===== src/rtl/seven_stim.sv =====
`timescale 1ns/1ps
// Purpose: stimulus driver and checker for the seven-state lab FSM `seven`.
//   It steers `seven` into one terminal state (d/e/f/g), checks z1..z3 and keeps pass/fail counters.
// Latency: done is asserted 4 cycles after an accepted start if the shadow is B, or 5 cycles if it is A.
// Backpressure: start is accepted only while busy=0. A start or target change during a run is ignored.
// Ports:
//   clk, reset            clock (rising edge); async active-high reset, the same net that resets `seven`
//   start, target[1:0]    run request; target 0=d 1=e 2=f 3=g, latched on accept
//   z1, z2, z3            outputs observed from `seven`
//   x1, x2, x3            inputs driven into `seven`
//   busy, done, pass      run in progress; 1-cycle completion pulse; result qualified by done
//   err                   sticky flag, set when z disagrees with the shadow model on any cycle
//   pass_cnt, fail_cnt    saturating run counters
module seven_stim #(
  parameter int CNT_W = 8
) (
  input  logic             clk,
  input  logic             reset,
  input  logic             start,
  input  logic [1:0]       target,
  input  logic             z1,
  input  logic             z2,
  input  logic             z3,
  output logic             x1,
  output logic             x2,
  output logic             x3,
  output logic             busy,
  output logic             done,
  output logic             pass,
  output logic             err,
  output logic [CNT_W-1:0] pass_cnt,
  output logic [CNT_W-1:0] fail_cnt
);

  // State encodings used by `seven`.
  localparam logic [2:0] ST_A = 3'b000;
  localparam logic [2:0] ST_B = 3'b001;
  localparam logic [2:0] ST_C = 3'b101;
  localparam logic [2:0] ST_D = 3'b010;
  localparam logic [2:0] ST_E = 3'b100;
  localparam logic [2:0] ST_G = 3'b111;

  // `seven` never holds a state. This drive makes it alternate between A and B while we are idle.
  localparam logic [2:0] X_PARK = 3'b100;

  localparam logic [CNT_W-1:0] CNT_ONE = {{(CNT_W-1){1'b0}}, 1'b1};

  typedef enum logic [1:0] {
    S_IDLE,
    S_WAIT,
    S_STEP2,
    S_CHECK
  } drv_t;

  drv_t       drv, drv_nxt;
  logic [2:0] shadow, shadow_nxt;
  logic [1:0] tgt;
  logic [2:0] xv;
  logic [2:0] z_run_exp;
  logic [2:0] z_mon_exp;
  logic       match;

  assign {x1, x2, x3} = xv;
  assign busy         = (drv != S_IDLE);

  // Driver FSM and x decode.
  always_comb begin
    drv_nxt = drv;
    xv      = X_PARK;
    case (drv)
      S_IDLE: begin
        if (start) drv_nxt = S_WAIT;
      end
      S_WAIT: begin
        // Leave A toward B (target d) or toward C (targets e/f/g).
        if (shadow == ST_A) begin
          xv      = {(tgt == 2'd0), 2'b00};
          drv_nxt = S_STEP2;
        end
      end
      S_STEP2: begin
        case (tgt)
          2'd0:    xv = 3'b010;  // B -> D
          2'd1:    xv = 3'b011;  // C -> E
          2'd2:    xv = 3'b001;  // C -> F
          default: xv = 3'b000;  // C -> G
        endcase
        drv_nxt = S_CHECK;
      end
      default: begin
        drv_nxt = S_IDLE;
      end
    endcase
  end

  // Shadow copy of `seven`, advanced with the x value actually driven.
  always_comb begin
    shadow_nxt = ST_A;
    case (shadow)
      ST_A: shadow_nxt = xv[2] ? ST_B : ST_C;
      ST_B: shadow_nxt = xv[1] ? ST_D : ST_A;
      ST_C: begin
        case (xv[1:0])
          2'b11:   shadow_nxt = 3'b100;  // E
          2'b10:   shadow_nxt = ST_A;
          2'b01:   shadow_nxt = 3'b110;  // F
          default: shadow_nxt = ST_G;
        endcase
      end
      default: shadow_nxt = ST_A;
    endcase
  end

  // z expected at the end of a run for the latched target, and z expected every cycle from the shadow.
  always_comb begin
    case (tgt)
      2'd0:    z_run_exp = 3'b100;
      2'd1:    z_run_exp = 3'b010;
      2'd2:    z_run_exp = 3'b000;
      default: z_run_exp = 3'b001;
    endcase
    case (shadow)
      ST_D:    z_mon_exp = 3'b100;
      ST_E:    z_mon_exp = 3'b010;
      ST_G:    z_mon_exp = 3'b001;
      default: z_mon_exp = 3'b000;
    endcase
  end

  assign match = ({z1, z2, z3} == z_run_exp);

  always_ff @(posedge clk or posedge reset) begin
    if (reset) begin
      drv      <= S_IDLE;
      shadow   <= ST_A;
      tgt      <= 2'd0;
      done     <= 1'b0;
      pass     <= 1'b0;
      err      <= 1'b0;
      pass_cnt <= '0;
      fail_cnt <= '0;
    end else begin
      drv    <= drv_nxt;
      shadow <= shadow_nxt;
      done   <= (drv == S_CHECK);
      if (drv == S_IDLE && start) tgt <= target;
      if (drv == S_CHECK) begin
        pass <= match;
        if (match) begin
          if (pass_cnt != '1) pass_cnt <= pass_cnt + CNT_ONE;
        end else begin
          if (fail_cnt != '1) fail_cnt <= fail_cnt + CNT_ONE;
        end
      end
      if ({z1, z2, z3} != z_mon_exp) err <= 1'b1;
    end
  end

endmodule


===== config.mk =====
export PLATFORM = sky130hd
export DESIGN_NAME = seven_stim
export DESIGN_NICKNAME = d
export VERILOG_FILES = /design/src/rtl/seven_stim.sv
export SDC_FILE = /design/constraint.sdc
export NUM_CORES = 1
export LEC_CHECK = 0
export BUFFER_PORTS_ARGS = -buffer_cell sky130_fd_sc_hd__buf_2
export CORE_UTILIZATION = 55
export DETAILED_ROUTE_END_ITERATION = 8
export HOLD_SLACK_MARGIN = 0.03
export PLACE_DENSITY = 0.9
export SLEW_MARGIN = 10
export SYNTH_ARGS = -nofsm -noshare
export SYNTH_HDL_FRONTEND = slang
export SYNTH_SLANG_ARGS = --single-unit

===== constraint.sdc =====
create_clock -name clk -period 6.7 [get_ports clk]
set_input_delay 0 -clock clk [delete_from_list [all_inputs] [get_ports clk]]
set_output_delay 0 -clock clk [all_outputs]
set_load 0.05 [all_outputs]

==> metrics.md <==
| Metric | Value |
|---|---|
| Post-synth top cells | 26 x dfrtp_1, 12 x xor2_1, 11 x ha_1, 9 x inv_1, 9 x nand2_1 |
| Vias in the first global route | ~1100 |
| Most frequent cell after synthesis | dfrtp_1 |
| Syn Inst Count | between 100 and 150 |
| Final setup vio count | 0 |
| Ratio of cells with drive above 1 in the final layout | 0.236 |
| Via count | 1143 |
| Mean Syn Cell Area | 10.7 um^2 |
| RD Place Congestion | about 0.79 |
| Final setup TNS | 0 ps |
| Layout Area Growth over Synthesis | 19.6% |
| Top Family by Delay on Critical Path | simple AND/OR/NAND/NOR gates |
| Async SR Flop Fraction | 1.00 |
| Slowest-stage cell, CP | or4b_1 |
| EDFF count, synth | 0 |
| RSZ-0062 raised after global routing | no |
| Cell Rows | 18 |
| Crit-path max cell delay | around 700 ps |
| Layout Skew | 14.9 ps |
| Yosys warning count | 0 |
| # IOs | 31 |
| Clock latency on the worst-skew pair | 330 ps |
| First-pass GRT wire length | about 4.5 mm |
| Data arrival, critical path | between 2000 and 3000 ps |
| Slew Viols, Final | 0 |
| Worst Max-Slew Pin Slew | 951 ps |
| Fillers | 193 |
| Gr usage total | 0.218 |
| Distinct cell type count after synthesis | 36 |
| Clock sinks | 26 |
| Critical path fanouts, max | 8 |
| Post-DRT Antenna Nets | 0 |
| Area leader, netlist | dfrtp_1 |
| Post-cts hold buffer count | 6 |
| Yosys reg bits | 26 |
| Final hold vios | 0 |
| Mapped Nets | ~160 |
| DIE AREA | 2860 um^2 |
| Maximum clock rate | 420 MHz |
| Critical path buffer and inverter count | 1 |
| Sequential area share after synthesis | 0.446 |
| Leak Pwr | 0.844 nW |
| Worst-path cell chain | inv_1 > ha_1 > xor2_1 > or4b_1 > nor3_1 > mux2_1 |
| Fin nets | around 190 |
| Clock Path Buffers | 2 |
| Ant. Diodes | 0 |
| Yosys top cell area share | 0.446 |
| Final hold slack | 400 ps |
| Setup bufs post-CTS | 0 |
| Die X-Extent | 53.5 um |
| H-tree Lvls | 1 |
| Status | finished clean |
| Max-cap violations | 0 |
| Primary FF master, synth | dfrtp_1 |
| Initial antenna violation count | 0 |
| Clk pin slew, worst setup/hold paths | 140 ps |
| Crit. End Element | register |
| Synth top area cells | dfrtp_1 45%, ha_1 9.4%, xor2_1 7.2% |
| Vias per inst | ~5.6 |
| Core Area | 2500 um^2 |
| DRC | 0 |
| Worst Setup Path Type | reg -> reg |
| Number of gates resized after cts | 0 |
| VDD IR max | 0.333 mV |
| Final WL | 2.78 mm |
| Root buf cell | clkbuf_4 |
| Fin crit period | 2380 ps |
| Req. time, crit path | 6930 ps |
| Number of port buffers | 30 |
| HPWL Detailed | 2.06 mm |
| Initial core utilization | 0.584 |
| Pin count of the biggest net entering global routing | 27 |
| Tcrit/Tclk final | 0.355 |
| Setup crit start kind | register |
| Wire per inst | approximately 14 um |
| DR pass1 iterations | 4 |
| Die Span Y | roughly 54 um |
| Gr ovfl total | 0 |
| R2r setup slk | ~4300 ps |
| Hold/Removal Path Class | in -> async |
| Worst rel slew slack | 0.366 |
| P per Cell Area | 472 nW/um^2 |
| Initial drt markers | 15 |
| CTS tree | yes |
| Total CTS buffers | 3 |
| Netlist Area Pre-Place | 1460 um^2 |
power breakdown:
group	internal, mW	total, mW	switching (mW)
clock	0.0606	0.107	0.0460
combinational	0.134	0.437	0.303
sequential	0.211	0.279	0.0681
metal layers:
metal	up-vias	part of all wire	GRT usage
met1	555	0.44	0.267
met3	5	0.027	0.0345
met5	-	0	0
met2	25	0.52	0.371
met4	0	0.019	0.101
li1	558	-	-
worst reg2reg max path, delay by kind of cell (launching register included):
kind / cells / cell delay, ps
AND/OR/NAND/NOR: 2 / 990
flip-flops: 1 / 450
buffers and inverters: 1 / 70
adder cells (fa/ha/maj): 1 / 240
XOR/XNOR: 1 / 200
multiplexers: 1 / 350
layout make-up:
type                    count  area [um^2]  area share
repair buffers             36          210       0.121
inverters                   9         33.8      0.0194
clock buffers               3         22.5      0.0129
flip-flops and latches     26          651       0.373
clock inverters             1         30.0      0.0172
multi-input cells          99          759       0.435
well taps                  30         37.5      0.0215
sequential cells by signal (all words and copies together) (netlist names):
register	flops
done	1
drv	2
err	1
fail_cnt	8
pass	1
pass_cnt	8
shadow	3
tgt	2
through the flow:
step | cell area, um^2 | setup slack (ps) | cells | total power [mW] | util
after floorplan | 1460 | 4580 | 136 | 0.614 | -
after global placement | 1630 | 4470 | 194 | 0.694 | 0.653
after detailed placement | 1630 | 4380 | 194 | 0.716 | 0.653
after CTS | 1740 | 4360 | 204 | 0.828 | 0.698
after global routing | 1740 | 4210 | 204 | 0.875 | 0.698
final | 1740 | 4320 | 204 | 0.823 | 0.698
logic make-up after synthesis:
| kind of cell | share of synthesized area |
|---|---|
| and+or+nand+nor | 0.196 |
| adders and majority gates | 0.0943 |
| muxes | 0.0840 |
| xor gates and xnor gates | 0.0780 |
| AOI/OAI and AO/OA | 0.0677 |
| DFF | 0.446 |
| buffers and inverters | 0.0334 |
path summary, 6_finish.rpt:
| check | from | to | cells past startpoint |
|---|---|---|---|
| max | tgt[0] | pass_cnt[6] | 6 |
| min | reset | pass_cnt[6] | 3 |
| max reg2reg | tgt[0] | pass_cnt[6] | 6 |
| min reg2reg | pass_cnt[5] | pass_cnt[5] | 1 |
| max in group asynchronous | reset | shadow[0] | 3 |
| min in group clk | target[0] | tgt[0] | 3 |
layout by cell type (no fill, tap or decap), types with 3 or more instances in the layout:
| cell | netlist | routed |
|---|---|---|
| nor2_1 | 7 | 7 |
| nand2_1 | 9 | 9 |
| mux2_2 | 4 | 4 |
| dfrtp_1 | 26 | 26 |
| mux2_1 | 6 | 6 |
| nor4b_1 | 3 | 3 |
| nor3_1 | 6 | 6 |
| a21oi_1 | 3 | 3 |
| buf_2 | 0 | 30 |
| xor2_1 | 12 | 12 |
| o21ai_0 | 3 | 3 |
| nand3_1 | 7 | 7 |
| inv_1 | 9 | 9 |
| dlygate4sd3_1 | 0 | 6 |
| clkbuf_4 | 0 | 3 |
| ha_1 | 11 | 11 |
| nand2b_1 | 3 | 3 |
(Power assumes the default switching activity.)
